===== src/rtl/dot_prod_pkg.sv =====
// Width helpers for the streaming complex dot product.
// Product and sum widths are derived so the accumulator can never overflow.
package dot_prod_pkg;

  function automatic int max2(input int a, input int b);
    int r;
    if (a > b) begin
      r = a;
    end else begin
      r = b;
    end
    return r;
  endfunction

  function automatic int prod_bits(input int xi_bits, input int xq_bits,
                                   input int yi_bits, input int yq_bits);
    return max2(max2(xi_bits + yi_bits, xq_bits + yq_bits),
                max2(xi_bits + yq_bits, xq_bits + yi_bits));
  endfunction

  // One extra bit for the pi/pq add, clog2(length) bits for the frame sum.
  function automatic int sum_size(input int p_bits, input int length);
    return p_bits + 1 + $clog2(length);
  endfunction

endpackage


===== src/rtl/complex_mult_pipe.sv =====
// Three-stage complex multiplier: A captures operands, B forms the four
// partial products, C combines them into pi/pq with optional conjugation of y.
module complex_mult_pipe
  import dot_prod_pkg::*;
#(
  parameter int XI_BITS = 8,
  parameter int XQ_BITS = 8,
  parameter int YI_BITS = 8,
  parameter int YQ_BITS = 8,
  parameter int CONJ    = 1,
  localparam int PROD_BITS = prod_bits(XI_BITS, XQ_BITS, YI_BITS, YQ_BITS),
  localparam int PC_BITS   = PROD_BITS + 1
) (
  input  logic                      clk,
  input  logic                      reset,
  input  logic                      clear,
  input  logic                      en,
  input  logic                      in_valid,
  input  logic signed [XI_BITS-1:0] xi,
  input  logic signed [XQ_BITS-1:0] xq,
  input  logic signed [YI_BITS-1:0] yi,
  input  logic signed [YQ_BITS-1:0] yq,
  output logic                      out_valid,
  output logic signed [PC_BITS-1:0] pi,
  output logic signed [PC_BITS-1:0] pq
);

  logic signed [XI_BITS-1:0]   xi_r;
  logic signed [XQ_BITS-1:0]   xq_r;
  logic signed [YI_BITS-1:0]   yi_r;
  logic signed [YQ_BITS-1:0]   yq_r;
  logic                        a_valid_r;
  logic                        b_valid_r;
  logic signed [PROD_BITS-1:0] xi_e_s, xq_e_s, yi_e_s, yq_e_s;
  logic signed [PROD_BITS-1:0] p_ii_r, p_qq_r, p_iq_r, p_qi_r;
  logic signed [PC_BITS-1:0]   pi_s, pq_s;

  // Operands are sign-extended to the full product width before multiplying.
  assign xi_e_s = PROD_BITS'(xi_r);
  assign xq_e_s = PROD_BITS'(xq_r);
  assign yi_e_s = PROD_BITS'(yi_r);
  assign yq_e_s = PROD_BITS'(yq_r);

  // Stage C combine: conjugating y flips the sign of the yq terms.
  always_comb begin
    pi_s = '0;
    pq_s = '0;
    if (CONJ != 0) begin
      pi_s = PC_BITS'(p_ii_r) + PC_BITS'(p_qq_r);
      pq_s = PC_BITS'(p_qi_r) - PC_BITS'(p_iq_r);
    end else begin
      pi_s = PC_BITS'(p_ii_r) - PC_BITS'(p_qq_r);
      pq_s = PC_BITS'(p_iq_r) + PC_BITS'(p_qi_r);
    end
  end

  // Valid bits: clear flushes every in-flight sample regardless of stall.
  always_ff @(posedge clk or posedge reset) begin
    if (reset) begin
      a_valid_r <= 1'b0;
      b_valid_r <= 1'b0;
      out_valid <= 1'b0;
    end else if (clear) begin
      a_valid_r <= 1'b0;
      b_valid_r <= 1'b0;
      out_valid <= 1'b0;
    end else if (en) begin
      a_valid_r <= in_valid;
      b_valid_r <= a_valid_r;
      out_valid <= b_valid_r;
    end
  end

  // Datapath registers advance together whenever the pipe is enabled.
  always_ff @(posedge clk or posedge reset) begin
    if (reset) begin
      xi_r   <= '0;
      xq_r   <= '0;
      yi_r   <= '0;
      yq_r   <= '0;
      p_ii_r <= '0;
      p_qq_r <= '0;
      p_iq_r <= '0;
      p_qi_r <= '0;
      pi     <= '0;
      pq     <= '0;
    end else if (en) begin
      xi_r   <= xi;
      xq_r   <= xq;
      yi_r   <= yi;
      yq_r   <= yq;
      p_ii_r <= xi_e_s * yi_e_s;
      p_qq_r <= xq_e_s * yq_e_s;
      p_iq_r <= xi_e_s * yq_e_s;
      p_qi_r <= xq_e_s * yi_e_s;
      pi     <= pi_s;
      pq     <= pq_s;
    end
  end

endmodule


===== src/rtl/dot_prod_stream.sv =====
// Streaming complex dot product: accumulates LENGTH products per frame and
// presents one i/q sum on a valid/ready output with full backpressure.
module dot_prod_stream
  import dot_prod_pkg::*;
#(
  parameter int XI_BITS = 8,
  parameter int XQ_BITS = 8,
  parameter int YI_BITS = 8,
  parameter int YQ_BITS = 8,
  parameter int LENGTH  = 4,
  parameter int CONJ    = 1,
  localparam int PROD_BITS  = prod_bits(XI_BITS, XQ_BITS, YI_BITS, YQ_BITS),
  localparam int PC_BITS    = PROD_BITS + 1,
  localparam int SUM_I_SIZE = sum_size(PROD_BITS, LENGTH),
  localparam int SUM_Q_SIZE = sum_size(PROD_BITS, LENGTH),
  localparam int CNT_BITS   = $clog2(LENGTH)
) (
  input  logic                         clk,
  input  logic                         reset,
  input  logic                         clear,
  input  logic                         s_axis_x_tvalid,
  output logic                         s_axis_x_tready,
  input  logic signed [XI_BITS-1:0]    xi,
  input  logic signed [XQ_BITS-1:0]    xq,
  input  logic                         s_axis_y_tvalid,
  output logic                         s_axis_y_tready,
  input  logic signed [YI_BITS-1:0]    yi,
  input  logic signed [YQ_BITS-1:0]    yq,
  output logic                         m_axis_product_tvalid,
  input  logic                         m_axis_product_tready,
  output logic signed [SUM_I_SIZE-1:0] i,
  output logic signed [SUM_Q_SIZE-1:0] q
);

  logic                         stall_s, ready_s, accept_s, en_s;
  logic                         c_valid_s, last_s, step_s, load_s;
  logic signed [PC_BITS-1:0]    c_pi_s, c_pq_s;
  logic signed [SUM_I_SIZE-1:0] acc_i_r, sum_i_s;
  logic signed [SUM_Q_SIZE-1:0] acc_q_r, sum_q_s;
  logic [CNT_BITS-1:0]          cnt_r;

  // Ready is held low throughout reset and never looks at tvalid.
  assign stall_s         = m_axis_product_tvalid & ~m_axis_product_tready;
  assign ready_s         = ~stall_s & ~clear & ~reset;
  assign s_axis_x_tready = ready_s;
  assign s_axis_y_tready = ready_s;
  assign accept_s        = ready_s & s_axis_x_tvalid & s_axis_y_tvalid;
  assign en_s            = ~stall_s;

  assign last_s  = (cnt_r == CNT_BITS'(LENGTH - 1));
  assign step_s  = en_s & c_valid_s & ~clear;
  assign load_s  = step_s & last_s;
  assign sum_i_s = acc_i_r + SUM_I_SIZE'(c_pi_s);
  assign sum_q_s = acc_q_r + SUM_Q_SIZE'(c_pq_s);

  complex_mult_pipe #(
    .XI_BITS (XI_BITS),
    .XQ_BITS (XQ_BITS),
    .YI_BITS (YI_BITS),
    .YQ_BITS (YQ_BITS),
    .CONJ    (CONJ)
  ) u_mult (
    .clk       (clk),
    .reset     (reset),
    .clear     (clear),
    .en        (en_s),
    .in_valid  (accept_s),
    .xi        (xi),
    .xq        (xq),
    .yi        (yi),
    .yq        (yq),
    .out_valid (c_valid_s),
    .pi        (c_pi_s),
    .pq        (c_pq_s)
  );

  // Frame accumulator and product counter; the last product of a frame
  // goes straight to the output register and restarts the sum at zero.
  always_ff @(posedge clk or posedge reset) begin
    if (reset) begin
      acc_i_r <= '0;
      acc_q_r <= '0;
      cnt_r   <= '0;
    end else if (clear) begin
      acc_i_r <= '0;
      acc_q_r <= '0;
      cnt_r   <= '0;
    end else if (step_s) begin
      if (last_s) begin
        acc_i_r <= '0;
        acc_q_r <= '0;
        cnt_r   <= '0;
      end else begin
        acc_i_r <= sum_i_s;
        acc_q_r <= sum_q_s;
        cnt_r   <= cnt_r + CNT_BITS'(1'b1);
      end
    end
  end

  // Output register: a new result may replace one leaving on the same edge.
  always_ff @(posedge clk or posedge reset) begin
    if (reset) begin
      m_axis_product_tvalid <= 1'b0;
      i                     <= '0;
      q                     <= '0;
    end else if (load_s) begin
      m_axis_product_tvalid <= 1'b1;
      i                     <= sum_i_s;
      q                     <= sum_q_s;
    end else if (m_axis_product_tvalid && m_axis_product_tready) begin
      m_axis_product_tvalid <= 1'b0;
    end
  end

endmodule


===== config.mk =====
export PLATFORM = sky130hd
export DESIGN_NAME = dot_prod_stream
export DESIGN_NICKNAME = d
export VERILOG_FILES = /design/src/rtl/dot_prod_pkg.sv /design/src/rtl/complex_mult_pipe.sv /design/src/rtl/dot_prod_stream.sv
export SDC_FILE = /design/constraint.sdc
export NUM_CORES = 1
export LEC_CHECK = 0
export ABC_AREA = 1
export CAP_MARGIN = 40
export CORE_UTILIZATION = 60
export DETAILED_ROUTE_END_ITERATION = 8
export GPL_ROUTABILITY_DRIVEN = 0
export GPL_TIMING_DRIVEN = 0
export PLACE_DENSITY_LB_ADDON = 0.3
export RECOVER_POWER = 100
export SLEW_MARGIN = 10
export SYNTH_ARGS = -nofsm -noshare
export SYNTH_HDL_FRONTEND = slang
export SYNTH_SLANG_ARGS = --single-unit

===== constraint.sdc =====
create_clock -name clk -period 9.3 [get_ports clk]
set_input_delay 0.93 -clock clk [delete_from_list [all_inputs] [get_ports clk]]
set_output_delay 0.93 -clock clk [all_outputs]
set_load 0.005 [all_outputs]

# Word-level counts from Yosys, hierarchy flattened
# Cells that the tools add are included.
[totals] register_bits=212 latchBits=0 ram_bits=0 romBits=0 input_bits=38 out_inout_bits=41 wordCells=62 n_memories=0
[classes] n_addsub=5 multipliers=4 div=0 order_cmp=0 eq_ne=2 shift=0 n_mux=17 bitwise_logic=12 n_reduce_logical=3
[ops] cell="$mux W19" count=6
[ops] cell="$mul A8 B8 Y16" count=4
[ops] cell="$add A19 B17 Y19" count=2
[ops] cell="$add A16 B16 Y17" count=1
[ops] cell="$sub A16 B16 Y17" count=1
[ops] cell="$and A1 B1 Y1" count=8
[ops] cell="$mux W1" count=8
[ops] cell="$mux W2" count=3
[ops] cell="$not A1 Y1" count=4
[ops] cell="$reduce_bool A2 Y1" count=2
[ops] cell="$add A2 B1 Y2 const B" count=1
[ops] cell="$eq A2 B2 Y1 const B" count=1
[ops] cell="$ne A2 B2 Y1 const B" count=1
[ops] cell="$logic_and A1 B1 Y1" count=1

# Depth between registers and ports, before layout
[logic_depth] depth_word=9 mapped_depth=24 depth_no_buf=22

# By module
# Synthesis repeated with hierarchy kept, for this count alone.
[hier_totals] cells_unflattened=3113 hier_area_um2=22753.1
[modules_own_cells] mod="complex_mult_pipe" instances=1 cells_each=2399 area_per_inst_um2=17539.3 seq_area_each_um2=3328.2
[modules_own_cells] mod="dot_prod_stream" instances=1 cells_each=714 area_per_inst_um2=5213.8 seq_area_each_um2=1976.9

# Worst setup path after synthesis
# No wires, ideal clock.
[synth_timing] kind="input port to output port" startpoint="input port reset" endpoint="output port s_axis_y_tready" arrival_ps=5819 slack_ps=2551 cell_stages=4 n_path_buf=1 path_cell_list="inv_1 -> nand2_1 -> inv_1 -> buf_4"
[synth_between] elab_chain_cells=2
[synth_rtl] element="start: declaration" line_no="dot_prod_stream.sv:19" source="input logic reset,"
[synth_rtl] element="$not A1 Y1" line_no="dot_prod_stream.sv:44" source="assign ready_s = ~stall_s & ~clear & ~reset;"
[synth_rtl] element="$and A1 B1 Y1" line_no="dot_prod_stream.sv:44"
[synth_rtl] element="end: declaration" line_no="dot_prod_stream.sv:26" source="output logic s_axis_y_tready,"
# No other way between the ends.

# Final worst setup path
[layout_timing] startpoint="register u_mult.yq_r[3]" endpoint="register u_mult.p_iq_r[15]"
[layout_between] elab_chain_cells=1
[layout_rtl] element="start: declaration" line_no="complex_mult_pipe.sv:31" source="logic signed [YQ_BITS-1:0] yq_r;"
[layout_rtl] element="start signal: assignment" line_no="complex_mult_pipe.sv:91" source="yq_r <= yq;"
[layout_rtl] element="$mul A8 B8 Y16" line_no="complex_mult_pipe.sv:94" source="p_iq_r <= xi_e_s * yq_e_s;"
[layout_rtl] element="end signal: assignment" line_no="complex_mult_pipe.sv:94"
[layout_rtl] element="end: declaration" line_no="complex_mult_pipe.sv:35" source="logic signed [PROD_BITS-1:0] p_ii_r, p_qq_r, p_iq_r, p_qi_r;"
# No other way between the ends.
# A chain may end at the register's enable or synchronous reset.

==> results.sh <==
export IMPL_grt_start_max_net_pins=115
export IMPL_grt_pass1_vias=20400
export IMPL_synthCells=3138
export IMPL_syn_nets=3585
export IMPL_slew_headroom=0.208
export IMPL_htreeDepth=1
export IMPL_antenna_found_initial=3
export IMPL_area_growth_pct=10.2
export IMPL_cts_root_buf="clkbuf_16"
export IMPL_ys_warn_count=0
export IMPL_grt_usage=0.329
export IMPL_worstPathCellList="clkbuf_1 > clkbuf_1 > nand2_1 > inv_1 > fa_1 > inv_1 > fa_1 > fa_1 > fa_1 > inv_1 > ha_1 > nand2_1 > nand2_1 > a21oi_1 > nand2_1 > nor2_1 > nand3_1 > nand3_1 > nand2_1"
export IMPL_synth_edf_count=0
export IMPL_arrival_ps=5920
export IMPL_outcome="finished, final reports clean"
export IMPL_tns_ps=0
export IMPL_die_h_um=196
export IMPL_r2r_cells=19
export IMPL_min_path_type="reg -> reg"
export IMPL_cp_data_required_time_ps=9750
export IMPL_dp_slack_ps=3980
export IMPL_cts_buffer_depth=3
export IMPL_cts_hold_buf=0
export IMPL_final_setup_viol_count=0
export IMPL_synth_commonest_cells="1016 x nand2_1, 705 x inv_1, 224 x fa_1, 212 x dfrtp_1, 185 x ha_1"
export IMPL_wl_met2_um=28400
export IMPL_cts_setup_buffers=0
export IMPL_wl_met3_um=5010
export IMPL_p_leak_nw=14.6
export IMPL_ys_ff_latch=212
export IMPL_io_pin_count=79
export IMPL_critPathCapture="u_mult.p_iq_r[15]$_DFFE_PP0N_"
export IMPL_ir_drop_v=0.000206
export IMPL_first_pass_iters=8
export IMPL_hold_slack_ps=461
export IMPL_maxUsedRoutingLayer="met5"
export IMPL_wl_um=61300
export IMPL_yosys_top_cells_area="dfrtp_1 23%, fa_1 20%, nand2_1 17%"
export IMPL_start_kind="flip-flop"
export IMPL_final_nets=3697
export IMPL_via_per_inst=5.45
export IMPL_crit_path_max_fanout=10
export IMPL_path_class="reg -> reg"
export IMPL_critPathMaxStageDelay_ps=620
export IMPL_drt_first_iter_violations=1574
export IMPL_drive_gt1_frac=0.0177
export IMPL_fin_ws_ps=3820
export IMPL_cts_repair_resized=0
export IMPL_hold_viol=0
export IMPL_synth_top_flop_cell="dfrtp_1"
export IMPL_worst_clock_skew_ps=16.5
export IMPL_synth_area_um2=22700
export IMPL_cp_end_kind="flip-flop"
export IMPL_critical_path_startpoint="u_mult.yq_r[3]$_DFFE_PP0N_"
export IMPL_max_freq_ghz=0.183
export IMPL_grt_remaining_overflow=0
export IMPL_crit_path_frequent_cell="nand2_1"
export IMPL_post_synth_top_area_cell="dfrtp_1"
export IMPL_yosysSeqAreaShare=0.234
export IMPL_cp_slowest_cell="clkbuf_1"
export IMPL_clk_latency_ps=570
export IMPL_async_flop_share=1.00
export IMPL_synth_cell_types=35
export IMPL_num_vias=20600
export IMPL_start_util=0.615
export IMPL_port_buffers=78
export IMPL_dp_hpwl_um=48900
export IMPL_numClockSinks=212
export IMPL_cts_tree="yes"
export IMPL_synth_most_common_cell="nand2_1"
export IMPL_coreArea_um2=36900
export IMPL_synth_top_area_frac=0.234
export IMPL_grt_pass1_wl_um=101000
export IMPL_final_util=0.678
export IMPL_fin_crit_ps=5480
export IMPL_r2r_end="u_mult.p_iq_r[15]$_DFFE_PP0N_"
export IMPL_r2r_start="u_mult.yq_r[3]$_DFFE_PP0N_"
export IMPL_p_per_area_nw_per_um2=277
export IMPL_path_clk_slew_ps=60
export IMPL_die_area_um2=38600
export IMPL_die_w_um=196
export IMPL_wire_per_inst_um=16.2
export IMPL_r2r_slack_ps=3820
export IMPL_drv_cap=0
export IMPL_cts_buffers=26
export IMPL_worst_pin_slew_ps=1190
export IMPL_route_antenna_remaining_nets=0
export IMPL_num_rows=70
export IMPL_slew_violations=0
export IMPL_wl_met1_um=23900
export IMPL_drc=0
export IMPL_fin_crit_sh=0.589
export IMPL_rsz0062_at_grt="false"
export IMPL_avgSynthCellArea_um2=7.23
-- layout make-up --
| type | count | area (µm²) |
|---|---|---|
| clock buffers | 35 | 744 |
| well taps | 504 | 631 |
| flip-flops and latches | 212 | 5310 |
| diodes | 1 | 2.50 |
| repair buffers | 84 | 827 |
| plain buffers | 103 | 404 |
| fillers | 3124 | 11900 |
| clock inverters | 12 | 181 |
| multi-input cells | 2114 | 14200 |
| inverters | 709 | 2670 |
-- layout by cell type, fill, tap and decap left out, drive strengths merged --
master / netlist / final
nand2: 1017 / 1017
inv: 709 / 710
fa: 224 / 224
dfrtp: 212 / 212
ha: 185 / 185
nand3: 166 / 166
nor2: 153 / 153
o21ai: 141 / 141
clkbuf: 78 / 135
a21oi: 84 / 84
dlygate4sd3: 0 / 43
clkdlybuf4s50: 0 / 35
xnor2: 33 / 33
nand3b: 28 / 28
nand4: 25 / 25
xor2: 13 / 13
o21bai: 10 / 10
nor3: 9 / 9
buf: 25 / 9
a21o: 7 / 7
a31oi: 5 / 5
and2: 5 / 5
clkinv: 0 / 5
bufinv: 0 / 4
a22o: 3 / 3
a21boi: 2 / 2
o22ai: 2 / 2
clkinvlp: 0 / 2
diode: 0 / 1
or2: 1 / 1
and3: 1 / 1
-- routing by layer --
metal | GRT usage | vias to the layer above
met5 | 0 | -
met4 | 0.171 | 2
met3 | 0.0501 | 238
met2 | 0.556 | 943
met1 | 0.408 | 9752
li1 | - | 9642
-- worst max-delay path, delay by kind of cell (launching register included) --
| kind | cells | cell delay [ps] |
|---|---|---|
| DFF | 1 | 320 |
| and+or+nand+nor | 8 | 940 |
| adders and majority gates | 5 | 2390 |
| AOI/OAI and AO/OA | 1 | 130 |
| buffers and inverters | 5 | 1590 |
-- how the worst min path moves through the flow --
stage                                   from                            end  slack [ps]  depth (start not counted)
2_1_floorplan  u_mult.p_iq_r[10]$_DFFE_PP0N_  u_mult.p_iq_r[10]$_DFFE_PP0N_         450                          2
3_3_place_gp                q[2]$_DFFE_PP0P_               q[2]$_DFFE_PP0P_         450                          2
3_5_place_dp                q[2]$_DFFE_PP0P_               q[2]$_DFFE_PP0P_         460                          2
4_1_cts                     q[2]$_DFFE_PP0P_               q[2]$_DFFE_PP0P_         470                          2
5_1_grt              acc_i_r[11]$_DFFE_PP0P_        acc_i_r[11]$_DFFE_PP0P_         490                          2
6_report                    q[2]$_DFFE_PP0P_               q[2]$_DFFE_PP0P_         460                          2
-- registers in the layout, indices dropped and copies added, names as in the netlist, 16 cells and up --
name	flops
acc_i_r	19
acc_q_r	19
i	19
q	19
u_mult.pi	17
u_mult.pq	17
u_mult.p_ii_r	16
u_mult.p_iq_r	16
u_mult.p_qi_r	16
u_mult.p_qq_r	16
-- through the flow --
step / instance area, µm² / total power, mW / instances
floorplan: 22700 / 4.63 / 3138
global placement: 24100 / 5.53 / 3720
detailed placement: 24200 / 5.71 / 3726
CTS: 25100 / 6.85 / 3773
global route: 25000 / 7.60 / 3773
finish: 25000 / 6.92 / 3774
-- logic make-up after synthesis --
family / Yosys count / share of synthesized area
DFF: 212 / 0.234
AOI/OAI and AO/OA: 254 / 0.0595
buffers and inverters: 812 / 0.137
adders and majority gates: 409 / 0.300
xor gates and xnor gates: 46 / 0.0178
and+or+nand+nor: 1405 / 0.252
-- where the power goes --
part	internal [mW]	switching [mW]	total, mW
Clock	0.672	0.427	1.10
Combinational	1.64	2.87	4.51
Sequential	1.17	0.147	1.32
Note: power is estimated with default switching activity, not from simulation.
